## config.mk

```make
export PLATFORM = sky130hd
export DESIGN_NAME = seq_multiplier
export DESIGN_NICKNAME = d
export VERILOG_FILES = /design/src/rtl/seq_multiplier_pkg.sv /design/src/rtl/seq_mul_datapath.sv /design/src/rtl/seq_multiplier.sv
export SDC_FILE = /design/constraint.sdc
export NUM_CORES = 1
export LEC_CHECK = 0
export BUFFER_PORTS_ARGS = -buffer_cell sky130_fd_sc_hd__buf_2
export CAP_MARGIN = 10
export CORE_MARGIN = 5
export CORE_UTILIZATION = 45
export CTS_BUF_LIST = sky130_fd_sc_hd__clkbuf_8
export CTS_CLUSTER_SIZE = 10
export DETAILED_ROUTE_END_ITERATION = 12
export HOLD_SLACK_MARGIN = 0.08
export PLACE_DENSITY = 0.69
export RECOVER_POWER = 50
export SLEW_MARGIN = 10
export SYNTH_ARGS = -nofsm -noshare
export SYNTH_HDL_FRONTEND = slang
export SYNTH_SLANG_ARGS = --single-unit
```

## constraint.sdc

```tcl
create_clock -name clk -period 6.3 [get_ports clk]
set_clock_uncertainty 0.05 [all_clocks]
set_input_delay 1.26 -clock clk [delete_from_list [all_inputs] [get_ports clk]]
set_output_delay 1.26 -clock clk [all_outputs]
set_load 0.1 [all_outputs]
```

## src/rtl/seq_multiplier_pkg.sv

```systemverilog
`default_nettype none
// ============================================================================
// Module   : seq_multiplier_pkg
// Brief    : Shared types and constants for the sequential shift-add multiplier
// Revision : 1.0 - initial release
// ============================================================================
package seq_multiplier_pkg;

    localparam int unsigned c_DEF_WIDTH = 32;

    typedef enum logic [1:0] {
        IDLE = 2'd0,
        BUSY = 2'd1,
        DONE = 2'd2
    } mulState_t;

    // Counter must hold 0..n-1; keep at least one bit for degenerate sizes.
    function automatic int unsigned cntWidth(input int unsigned n);
        return (n <= 1) ? 1 : $clog2(n);
    endfunction

    localparam int unsigned c_CNT_W = cntWidth(c_DEF_WIDTH);

endpackage
`default_nettype wire

```

## src/rtl/seq_mul_datapath.sv

```systemverilog
`default_nettype none
// ============================================================================
// Module   : seq_mul_datapath
// Brief    : Operand magnitude registers, shift-add accumulator, sign fix-up
// Revision : 1.0 - initial release
// ============================================================================
module seq_mul_datapath #(
    parameter int unsigned WIDTH = 32
) (
    input  logic                 clk,
    input  logic                 reset,
    input  logic                 i_load,
    input  logic                 i_step,
    input  logic                 i_finish,
    input  logic                 i_isSigned,
    input  logic [WIDTH-1:0]     i_dataA,
    input  logic [WIDTH-1:0]     i_dataB,
    output logic [2*WIDTH-1:0]   o_mulAns
);

    logic [2*WIDTH-1:0] r_mcand;
    logic [WIDTH-1:0]   r_mplier;
    logic [2*WIDTH-1:0] r_acc;
    logic [2*WIDTH-1:0] r_mulAns;
    logic               r_neg;

    logic [WIDTH-1:0]   w_magA;
    logic [WIDTH-1:0]   w_magB;
    logic [2*WIDTH-1:0] w_addend;
    logic [2*WIDTH-1:0] w_accNext;
    logic [2*WIDTH-1:0] w_final;

    // The most negative operand negates to itself, which read unsigned is 2^(W-1).
    always_comb begin
        w_magA    = (i_isSigned && i_dataA[WIDTH-1]) ? (~i_dataA + WIDTH'(1)) : i_dataA;
        w_magB    = (i_isSigned && i_dataB[WIDTH-1]) ? (~i_dataB + WIDTH'(1)) : i_dataB;
        w_addend  = r_mplier[0] ? r_mcand : '0;
        w_accNext = r_acc + w_addend;
        w_final   = r_neg ? (~w_accNext + (2*WIDTH)'(1)) : w_accNext;
    end

    always_ff @(posedge clk or negedge reset) begin
        if (!reset) begin
            r_mcand  <= '0;
            r_mplier <= '0;
            r_acc    <= '0;
            r_neg    <= 1'b0;
        end else if (i_load) begin
            r_mcand  <= {{WIDTH{1'b0}}, w_magA};
            r_mplier <= w_magB;
            r_acc    <= '0;
            r_neg    <= i_isSigned & (i_dataA[WIDTH-1] ^ i_dataB[WIDTH-1]);
        end else if (i_step) begin
            r_acc    <= w_accNext;
            r_mcand  <= {r_mcand[2*WIDTH-2:0], 1'b0};
            r_mplier <= {1'b0, r_mplier[WIDTH-1:1]};
        end
    end

    // Result register only moves on the final iteration edge.
    always_ff @(posedge clk or negedge reset) begin
        if (!reset) begin
            r_mulAns <= '0;
        end else if (i_finish) begin
            r_mulAns <= w_final;
        end
    end

    assign o_mulAns = r_mulAns;

endmodule
`default_nettype wire

```

## src/rtl/seq_multiplier.sv

```systemverilog
`default_nettype none
// ============================================================================
// Module   : seq_multiplier
// Brief    : Fixed-latency signed/unsigned sequential multiplier (FSM + counter)
// Revision : 1.0 - initial release
// ============================================================================
module seq_multiplier
    import seq_multiplier_pkg::*;
#(
    parameter int unsigned WIDTH = c_DEF_WIDTH,
    parameter int unsigned ITER  = WIDTH
) (
    input  logic                 clk,
    input  logic                 reset,
    input  logic                 start,
    input  logic                 is_signed,
    input  logic [WIDTH-1:0]     dataA,
    input  logic [WIDTH-1:0]     dataB,
    output logic                 busy,
    output logic                 done,
    output logic [2*WIDTH-1:0]   MulAns
);

    localparam int unsigned c_CNT_WIDTH = (ITER == c_DEF_WIDTH) ? c_CNT_W : cntWidth(ITER);
    localparam logic [c_CNT_WIDTH-1:0] c_LAST = c_CNT_WIDTH'(ITER - 1);

    mulState_t              r_state;
    mulState_t              w_nextState;
    logic [c_CNT_WIDTH-1:0] r_count;
    logic                   w_accept;
    logic                   w_last;

    always_ff @(posedge clk or negedge reset) begin
        if (!reset) begin
            r_state <= IDLE;
        end else begin
            r_state <= w_nextState;
        end
    end

    always_comb begin
        w_nextState = r_state;
        w_accept    = 1'b0;
        w_last      = 1'b0;
        case (r_state)
            IDLE: begin
                if (start) begin
                    w_accept    = 1'b1;
                    w_nextState = BUSY;
                end
            end
            BUSY: begin
                if (r_count == c_LAST) begin
                    w_last      = 1'b1;
                    w_nextState = DONE;
                end
            end
            DONE: begin
                if (start) begin
                    w_accept    = 1'b1;
                    w_nextState = BUSY;
                end else begin
                    w_nextState = IDLE;
                end
            end
            default: w_nextState = IDLE;
        endcase
    end

    always_ff @(posedge clk or negedge reset) begin
        if (!reset) begin
            r_count <= '0;
        end else if (w_accept) begin
            r_count <= '0;
        end else if (r_state == BUSY) begin
            r_count <= r_count + c_CNT_WIDTH'(1);
        end
    end

    assign busy = (r_state == BUSY);
    assign done = (r_state == DONE);

    seq_mul_datapath #(
        .WIDTH (WIDTH)
    ) u_datapath (
        .clk        (clk),
        .reset      (reset),
        .i_load     (w_accept),
        .i_step     (r_state == BUSY),
        .i_finish   (w_last),
        .i_isSigned (is_signed),
        .i_dataA    (dataA),
        .i_dataB    (dataB),
        .o_mulAns   (MulAns)
    );

endmodule
`default_nettype wire

```

Word-level counts from Yosys, hierarchy flattened:

Index checks and enable logic that the tools add are counted.

* logic and storage cells: 48
* input port bits: 68
* output and inout port bits: 66
* flip-flop bits (word level): 232

* equal/unequal tests: 5
* reduce and logical (&&, ||, !) cells: 6
* multiplexer cells: 20
* bitwise logic cells: 5
* add/subtract/negate cells: 5

Operator list (count)
* $mux W64: 6
* $mux W32: 4
* $add A32 B1 Y32 const B: 2
* $add A64 B1 Y64 const B: 1
* $add A64 B64 Y64: 1
* $not A32 Y32: 2
* $not A64 Y64: 1
* $mux W5: 2
* $pmux W2 S3: 1
* $add A5 B1 Y5 const B: 1
* $eq A5 B5 Y1 const B: 1
* $mux W1: 5
* $mux W2: 2
* $eq A2 B1 Y1 const B: 1
* $eq A2 B2 Y1 const B: 1
* $logic_and A1 B1 Y1: 2
* $logic_not A2 Y1: 1
* $ne A2 B1 Y1 const B: 1
* $ne A2 B2 Y1 const B: 1
* $reduce_and A2 Y1: 1
* $reduce_bool A2 Y1: 1
* $reduce_or A2 Y1: 1
* $and A1 B1 Y1: 1
* $xor A1 B1 Y1: 1

Logic depth before layout (Yosys ltp):

Gate-level depths: netlist of the first run.

* depth after elaboration: 5
* mapped depth: 20
* gate-level depth less buffers: 16

By module:

A second synthesis of the first run with hierarchy kept.

* cells, all modules: 2152
* area, all modules: 17902.2 um2

Modules (own cells, without submodules)
* seq_mul_datapath: sequential area each 5630.4 um2, cells an instance 2123, area each 17548.1 um2, instances 1
* seq_multiplier: sequential area each 175.2 um2, cells an instance 29, area each 354.1 um2, instances 1

Worst setup path before layout of the first run:

No wires, ideal clock.

* kind: register -> register
* from: register u_datapath.r_mplier[0]
* to: register u_datapath.r_mulAns[54], in the netlist u_datapath.o_mulAns[54]
* path slack: 1.290 ns
* cell stages (with the launch flop): 21
* setup time: 0.130 ns
* arrival: 4.830 ns
* path buffers: 4
* data required time: 6.120 ns
* path through: dfrtp_1 clkbuf_1 clkbuf_1 and2_1 ha_1 inv_1 fa_1 nand2b_1 a21oi_2 o21ai_0 a2111oi_2 nor2_1 xnor2_1 or4b_1 or4_1 buf_2 nand2b_1 buf_2 o41ai_2 xor2_1 o21ai_1

* cells in the longest elaborated chain, start to end: 5

Ends and longest elaborated chain
* from (decl): line seq_mul_datapath.sv:22 `logic [WIDTH-1:0] r_mplier;`
* from (signal assigned): line seq_mul_datapath.sv:50 `r_mplier <= w_magB;`
* from (signal assigned): line seq_mul_datapath.sv:56 `r_mplier <= {1'b0, r_mplier[WIDTH-1:1]};`
* $mux W64 *: line seq_mul_datapath.sv:37 `w_addend = r_mplier[0] ? r_mcand : '0;`
* $add A64 B64 Y64 *: line seq_mul_datapath.sv:38 `w_accNext = r_acc + w_addend;`
* $not A64 Y64: line seq_mul_datapath.sv:39 `w_final = r_neg ? (~w_accNext + (2*WIDTH)'(1)) : w_accNext;`
* $add A64 B1 Y64: line seq_mul_datapath.sv:39
* $mux W64 *: line seq_mul_datapath.sv:39
* to (signal assigned): line seq_mul_datapath.sv:65 `r_mulAns <= w_final;`
* to (decl): line seq_mul_datapath.sv:24 `logic [2*WIDTH-1:0] r_mulAns;`

Mark *: on every way between the ends. The rest lies on a longest branch, timed or not.
A chain may end at the register's enable or synchronous reset.

Worst setup path in the final report of the first run:

* from: register u_datapath.r_mplier[0]
* to: register u_datapath.r_mulAns[42], in the netlist u_datapath.o_mulAns[42]

Same word-level chain as after synthesis.

==> results of run 1 <==
[sequential cells by signal, summed over array words and instances (netlist names)]
name / flops
u_datapath.o_mulAns: 64
u_datapath.r_acc: 64
u_datapath.r_mcand: 64
u_datapath.r_mplier: 32
r_count: 5
r_state: 2
u_datapath.r_neg: 1
[cell usage after synthesis, types with 11 or more instances]
library cell	number
nand2b_1	13
or3_1	11
nor4_1	19
o211ai_1	11
nand4_1	34
clkbuf_1	91
a31oi_1	25
and2_1	72
xnor2_1	79
o21a_1	17
a21o_1	35
o21ai_0	214
nor3_1	35
xor2_1	84
a22oi_1	48
nand3_1	23
o21bai_1	11
o21ai_1	14
buf_2	21
a21oi_1	111
dfrtp_1	232
nand2_1	251
a22o_1	75
and3_1	11
inv_1	30
nor2_1	114
o31ai_1	24
a211oi_1	15
ha_1	68
[final cells by class]
cell class,count,share of cell area
clock buffers,49,0.0371
well taps,468,0.0322
multi-input cells,1550,0.550
repair buffers,154,0.0463
inverters,31,0.00653
clock inverters,27,0.00887
flip-flops and latches,232,0.319
[path summary, 6_finish.rpt]
check	to	slack, ps	cells after the start
setup / recovery	u_datapath.o_mulAns[42]	840	18
max in group asynchronous	u_datapath.r_neg	1380	2
hold / removal	u_datapath.o_mulAns[21]	420	2
setup reg to reg	u_datapath.o_mulAns[42]	840	18
hold reg to reg	u_datapath.o_mulAns[21]	420	2
min in group asynchronous	u_datapath.r_mcand[34]	2230	1
[cell families after synthesis]
logic type,after synthesis
compound gates,678
xor+xnor,163
fa+ha+maj,69
buf+inv,149
flops,232
mux,8
simple gates,632
[stage by stage]
stage               total power [µW]  setup slack [ps]  utilization  hold WS, ps  cell area, µm²
floorplan                       7250              1290            -          406           16400
global placement                8670               971        0.479          407           17400
detailed placement              8760               839        0.479          415           17400
CTS                            10200               826        0.502          430           18200
global route                   11000               376        0.502          451           18200
finish                         10200               842        0.502          423           18200
[critical path: cells and delay by family (launching register included)]
| family | cells | cell delay (ps) |
|---|---|---|
| compound gates | 5 | 1270 |
| xor+xnor | 2 | 360 |
| fa+ha+maj | 2 | 580 |
| buf+inv | 3 | 620 |
| flops | 1 | 330 |
| simple gates | 6 | 2090 |
[per-layer routing]
metal / track usage / share of wire / up-vias
met3: 0.0325 / 0.052 / 78
li1: - / - / 7239
met5: 0 / 0 / -
met1: 0.339 / 0.46 / 7233
met4: 0.0595 / 0.022 / 0
met2: 0.394 / 0.46 / 439
[report_power, final]
part,internal [µW],switching [µW],leakage [µW],total (µW)
sequential,2120,435,0.00298,2560
combinational,1950,4290,0.00456,6240
clock,755,673,0.000489,1430
==> flow_summary.yaml, run 1 <==
timing:
  slew-limit-headroom: -2.00
  max_freq_mhz: 183
  worst_pin_slew_ps: 4490
  drv_slew: 213
  finalSetupTns_ps: 0
  min_period_ps: 5460
  grt_setup_unrepaired: "false"
  finalSetupViolCount: 0
  finalCritPeriodShare: 0.866
  final_hold_viol_count: 0
synthesis:
  synth_top_family_by_area: "compound AO/OA/AOI/OAI gates"
  synth_warnings: 0
  synth_area_leader_cell: "dfrtp_1"
  synth_fp_nets: 2068
  synth_edf_count: 0
  synth_cell_types: 90
  syn_area_mm2: 0.0164
  synthArstFlopShare: 1.00
  synth_seq_cells: 232
  synthAdderAreaFrac: 0.0531
  netlist_top_cells_area: "dfrtp_1 35%, o21ai_0 6.5%, nand2_1 5.7%"
  synth_xor_area_frac: 0.0871
  yosys.area.top_type_share: 0.354
  netlist_instances: 1931
  synth_compound_area_frac: 0.277
  yosysSeqAreaShare: 0.354
  synth_mux_area_frac: 0.00511
  synthFlopType: "dfrtp_1"
  synth_simple_gate_area_frac: 0.188
  postSynthAreaPerCell_um2: 8.49
final_layout:
  final_nets: 2148
  fillCellCount: 3562
  areaGrowthSynthToFinish_pct: 11.0
  layout-drive-gt1-share: 0.122
  diodes: 0
  layout_common_cells: "250 x nand2_1, 231 x dfrtp_1, 214 x o21ai_0"
  final_common_cell: "nand2_1"
  multi_input_area_mm2: 0.0100
  layoutNonFillerInstCount: 2511
  regArea_mm2: 0.00581
placement:
  gp_congestion: 0.968
  numPlacedInstances: 2435
  dp_hpwl_mm: 37.1
  numPortBuffers: 133
cts:
  insertion_delay_ps: 600
  ctsHoldBuffers: 0
  cts_resized: 0
  clk_path_buf_depth: 3
  post_cts.repair.setup_buffers: 0
  path_clk_slew_ps: 60
  tritoncts: "yes"
  root_buffer: "clkbuf_8"
  clock-sinks: 232
  cts_inserted_buffers: 42
  htreeDepth: 2
floorplan:
  dieWidth_um: 201
  rows: 70
  dieArea_mm2: 0.0404
  start_util: 0.452
  ios: 134
  die_h_um: 201
  core_area_mm2: 0.0363
setup_path:
  r2r-start: "u_datapath.r_mplier[0]"
  endpoint_kind: "register"
  required_ps: 6670
  crit_fanout: 41
  cpMaxStageDelayCell: "or4_1"
  crit_path_start_kind: "register"
  cpMostUsedCell: "o21ai_0"
  critPathMaxStageDelay_ps: 620
  critPathKind: "reg2reg"
  cp_data_arrival_time_ps: 5830
  startpoint: "u_datapath.r_mplier[0]"
  crit_chain: "buf_4 > and2_1 > ha_1 > inv_1 > fa_1 > nand2b_1 > a21oi_2 > o21ai_0 > a2111oi_2 > buf_4 > nor2_1 > xnor2_1 > or4b_1 > or4_1 > nand2b_1 > o21ai_0 > xor2_1 > o21ai_0"
grt:
  first_global_vias: 14757
  grt_util_all_layers: 0.240
  grt_pass1_wl_mm: 80.4
  grt.overflow.total: 0
  grt_max_degree: 97
  antenna_found_initial: 0
pwr:
  power.leakage_uw: 0.00803
  peakVddDrop_mv: 0.306
  p_per_area_mw_per_mm2: 562
run:
  cap_violations: 3
detailed_routing:
  vias_per_cell: 5.97
  firstDrtPassIters: 5
  route.vias.total: 14989
  drt-total-wl_mm: 49.8
  ant_nets: 0
  drt_iter0_drc: 1188
  wire_per_inst_um: 19.8
  drc: 0
min_path:
  hp-class: "reg2reg"
  hp-start: "u_datapath.o_mulAns[21]"
status:
  status: "finished with violations"
  violations: "capacitance limit, slew limit"
Note: power is estimated with default switching activity, not from simulation.
==> run 2, diff against run 1 <==
Settings changed: CTS_BUF_LIST sky130_fd_sc_hd__clkbuf_8 to sky130_fd_sc_hd__clkbuf_2, PLACE_DENSITY 0.69 to default.
==> flow_summary.yaml, run 2 (synthesized netlist as in run 1, its figures left out) <==
detailed_routing:
  route.vias.total: 15094
  drt_iter0_drc: 1023
  ant_nets: 0
  drc: 0
  drt-total-wl_mm: 49.6
  wire_per_inst_um: 19.4
  vias_per_cell: 5.91
  firstDrtPassIters: 5
grt:
  first_global_vias: 14808
  grt_pass1_wl_mm: 80.8
  grt.overflow.total: 0
  grt_max_degree: 132
  grt_util_all_layers: 0.242
  antenna_found_initial: 1
cts:
  insertion_delay_ps: 970
  post_cts.repair.setup_buffers: 0
  htreeDepth: 3
  path_clk_slew_ps: 120
  root_buffer: "clkbuf_2"
  ctsHoldBuffers: 0
  clk_path_buf_depth: 3
  cts_resized: 0
  clock-sinks: 232
  tritoncts: "yes"
  cts_inserted_buffers: 66
pwr:
  swShare: 0.540
  fin_total_pwr_uw: 9960
  p_per_area_mw_per_mm2: 553
  combinationalPowerShare: 0.626
  p_seq_frac: 0.257
  p_sw_uw: 5380
  p_int_uw: 4580
  peakVddDrop_mv: 0.243
  power.leakage_uw: 0.00802
  clkPwrFrac: 0.117
final_layout:
  fillCellCount: 3647
  layout_common_cells: "250 x nand2_1, 231 x dfrtp_1, 214 x o21ai_0"
  final_common_cell: "nand2_1"
  areaGrowthSynthToFinish_pct: 9.83
  final_nets: 2174
  layout-drive-gt1-share: 0.143
floorplan:
  die_h_um: 201
  dieWidth_um: 201
  start_util: 0.452
  dieArea_mm2: 0.0404
  rows: 70
  ios: 134
  core_area_mm2: 0.0363
setup_path:
  cp_data_arrival_time_ps: 6260
  crit_path_start_kind: "register"
  crit_fanout: 20
  endpoint_kind: "register"
  required_ps: 6990
  critPathKind: "reg2reg"
  worst_r2r_path_depth: 15
status:
  violations: "capacitance limit, slew limit"
  status: "finished with violations"
timing:
  slew-limit-headroom: -1.30
  finalSetupTns_ps: 0
  final_hold_viol_count: 0
  fin_ws_ps: 721
  min_period_ps: 5580
  finalCritPeriodShare: 0.886
  drv_slew: 315
  max_freq_mhz: 179
  grt_setup_unrepaired: "false"
  finalSetupViolCount: 0
  worst_pin_slew_ps: 3460
min_path:
  hp-class: "reg2reg"
  holdPathStages: 2
placement:
  gp_congestion: 0.960
  pre_cts_ws_ps: 821
  numPortBuffers: 133
  dp_hpwl_mm: 36.6
run:
  cap_violations: 4
[run 2: cell types whose count changed in the layout (fill, tap and decap cells not counted), sizes merged]
cell      before  now
clkinv         3   19
diode          0    1
buf          151  153
inv           51   33
clkbuf        52   94
bufinv         1    2
clkinvlp       3    2
[run 2: power groups by stage]
| stage | Clock [µW] | Sequential [µW] | Combinational [µW] |
|---|---|---|---|
| 2_1_floorplan | 0 | 3400 | 3850 |
| 3_3_place_gp | 0 | 2570 | 6140 |
| 3_5_place_dp | 0 | 2570 | 6190 |
| 4_1_cts | 1200 | 2550 | 6220 |
| 5_1_grt | 1290 | 2630 | 6820 |
| 6_report | 1160 | 2560 | 6240 |
[run 2: path summary, 6_finish.rpt]
check                                              from                 endpoint  slack, ps
worst max-delay path             u_datapath.r_mplier[0]  u_datapath.o_mulAns[42]        720
worst min-delay path            u_datapath.o_mulAns[45]  u_datapath.o_mulAns[45]        420
worst max register to register   u_datapath.r_mplier[0]  u_datapath.o_mulAns[42]        720
worst min register to register  u_datapath.o_mulAns[45]  u_datapath.o_mulAns[45]        420
max in group asynchronous                         reset         u_datapath.r_neg       2500
min in group asynchronous                         reset  u_datapath.o_mulAns[38]       1370
[run 2: layout make-up]
type | instances | area, µm² | share of cell area
clock inverters | 25 | 164 | 0.00910
inverters | 31 | 119 | 0.00660
flip-flops and latches | 232 | 5810 | 0.322
clock buffers | 91 | 455 | 0.0253
multi-input cells | 1550 | 10000 | 0.556
diodes | 1 | 2.50 | 0.000139
repair buffers | 156 | 868 | 0.0482
well taps | 468 | 586 | 0.0325
[run 2: per-stage QoR]
stage / hold slack (ps) / instance area (µm²) / cells / util
2_1_floorplan: 406 / 16400 / 1931 / -
3_3_place_gp: 407 / 17400 / 2437 / 0.480
3_5_place_dp: 415 / 17400 / 2437 / 0.480
4_1_cts: 343 / 18000 / 2553 / 0.497
5_1_grt: 458 / 18000 / 2554 / 0.497
6_report: 424 / 18000 / 2554 / 0.497
[run 2: per-layer routing]
metal / vias to the layer above / track usage / part of all wire
met5: - / 0 / 0
met3: 79 / 0.0412 / 0.052
met2: 419 / 0.387 / 0.46
li1: 7315 / - / -
met1: 7281 / 0.330 / 0.46
met4: 0 / 0.0946 / 0.033
[run 2: critical path, cell delays in order, from the launching register on]
cell,delay (ps)
dfrtp_1,660
buf_4,280
and2_1,130
ha_1,450
nand4_1,260
nor4_1,450
nand3_1,200
and3_1,370
xnor2_1,230
nor3_1,390
nand4_1,300
or4_1,620
nand2b_1,390
o21ai_0,300
xor2_1,160
o21ai_0,100
==> run 3, diff against run 2 <==
Settings changed: SYNTH_HIERARCHICAL from default to 1.
==> flow_summary.yaml, run 3 <==
status:
  status: "finished with violations"
  violations: "capacitance limit, slew limit"
synthesis:
  netlist_top_cells_area: "dfrtp_1 32%, mux2i_1 8.9%, nor2_1 5.5%"
  synthArstFlopShare: 1.00
  netlist_instances: 2152
  yosysSeqAreaShare: 0.324
  syn_area_mm2: 0.0179
  synthFlopType: "dfrtp_1"
  synth_edf_count: 0
  synthMostInstantiatedCell: "nor2_1"
  synth_cell_types: 99
  synth_fp_nets: 2289
  yosys.area.top_type_share: 0.324
  synth_seq_cells: 232
  synth_warnings: 6
  synth_area_leader_cell: "dfrtp_1"
  postSynthAreaPerCell_um2: 8.32
  synth_common_cells: "264 x nor2_1, 232 x dfrtp_1, 204 x nand2_1, 174 x o21ai_0"
floorplan:
  ios: 134
  core_area_mm2: 0.0395
  dieArea_mm2: 0.0439
  start_util: 0.453
  dieWidth_um: 209
  die_h_um: 209
  rows: 73
timing:
  finalSetupViolCount: 0
  grt_setup_unrepaired: "false"
  min_period_ps: 5700
  fin_ws_ps: 598
  max_freq_mhz: 175
  final_hold_viol_count: 0
  fin_hold_ws_ps: 427
  slew-limit-headroom: -2.23
  finalCritPeriodShare: 0.905
  worst_pin_slew_ps: 4850
  finalSetupTns_ps: 0
  drv_slew: 275
final_layout:
  areaGrowthSynthToFinish_pct: 9.55
  final_nets: 2401
  fin_util: 0.496
  fillCellCount: 3949
  layout_common_cells: "265 x nor2_1, 231 x dfrtp_1, 204 x nand2_1"
  layout-drive-gt1-share: 0.136
  final_common_cell: "nor2_1"
cts:
  cts_resized: 0
  insertion_delay_ps: 1040
  ctsHoldBuffers: 1
  clk_path_buf_depth: 3
  tritoncts: "yes"
  post_cts.repair.setup_buffers: 0
  root_buffer: "clkbuf_2"
  htreeDepth: 3
  clock-sinks: 232
  cts_inserted_buffers: 69
  path_clk_slew_ps: 100
detailed_routing:
  drt_iter0_drc: 1413
  vias_per_cell: 5.94
  firstDrtPassIters: 6
  wire_per_inst_um: 21.1
  ant_nets: 0
  drt-total-wl_mm: 59.8
  route.vias.total: 16853
  drc: 0
min_path:
  hp-class: "reg2reg"
pwr:
  power.leakage_uw: 0.00945
  p_per_area_mw_per_mm2: 529
  peakVddDrop_mv: 0.317
placement:
  gp_congestion: 0.978
  dp_hpwl_mm: 45.2
  pre_cts_ws_ps: 706
  numPortBuffers: 133
grt:
  antenna_found_initial: 3
  grt_max_degree: 175
  first_global_vias: 16137
  grt.overflow.total: 0
  grt_pass1_wl_mm: 93.1
  grt_util_all_layers: 0.267
setup_path:
  critPathKind: "reg2reg"
  cp_data_arrival_time_ps: 6470
  crit_path_start_kind: "register"
  crit_fanout: 56
  endpoint_kind: "register"
  required_ps: 7070
run:
  cap_violations: 2
==> run 3: layout make-up <==
class                   instances  area [µm²]  share of cell area
repair buffers                162         918              0.0468
multi-input cells            1768       11500               0.585
well taps                     525         657              0.0335
inverters                      31         124             0.00632
clock buffers                  96         480              0.0245
clock inverters                19         136             0.00695
diodes                          3        7.51            0.000383
flip-flops and latches        232        5810               0.296
==> run 3: logic make-up (layout without fill, tap and decap cells) <==
kind of cell    Yosys count  after routing  synth area share
xor+xnor                144            144            0.0705
buf+inv                 152            308            0.0338
compound gates          585            585             0.209
mux                     163            163            0.0914
fa+ha+maj                69             69            0.0486
simple gates            807            807             0.222
other cells               0              3                 0
flops                   232            232             0.324
==> run 3: worst paths after layout <==
path / startpoint / endpoint / slack, ps / cells after the start
max in group asynchronous: reset / u_datapath/o_mulAns[46] / 1080 / 2
worst max register to register: u_datapath/r_mplier[0] / u_datapath/o_mulAns[40] / 600 / 15
worst min register to register: r_count[3] / r_count[3] / 430 / 1
worst max-delay path: u_datapath/r_mplier[0] / u_datapath/o_mulAns[40] / 600 / 15
min in group asynchronous: reset / u_datapath/r_acc[15] / 2460 / 2
worst min-delay path: r_count[3] / r_count[3] / 430 / 1
==> run 3: power by group <==
group | switching, µW | leakage [µW] | internal (µW)
registers | 502 | 0.00298 | 2110
clock network | 693 | 0.000466 | 492
logic | 4660 | 0.00600 | 1910
total | 5850 | 0.00945 | 4510
==> run 3: layer usage <==
layer  GRT usage  up-vias  share of wire
met2       0.388      604           0.42
met5           0        -              0
li1            -     8083              -
met1       0.392     8063           0.47
met3      0.0676      103          0.085
met4      0.0808        0          0.025
==> run 3: critical path, cell delays in order (launching register included) <==
cell	delay (ps)
dfrtp_1	500
buf_12	280
and2_1	180
ha_1	310
o21ai_0	230
o21bai_1	140
a21oi_1	570
xnor2_1	280
a2111oi_2	510
nand4bb_1	420
nor4_4	490
nand4_2	550
buf_4	340
o21a_1	270
xnor2_1	230
a21oi_1	100
==> run 3: stage by stage <==
step | cell area [µm²] | power [µW] | std cells
3_5_place_dp | 19000 | 9120 | 2717
4_1_cts | 19600 | 10400 | 2833
3_3_place_gp | 19000 | 9070 | 2717
5_1_grt | 19600 | 11100 | 2836
6_report | 19600 | 10400 | 2836
2_1_floorplan | 17900 | 7420 | 2152
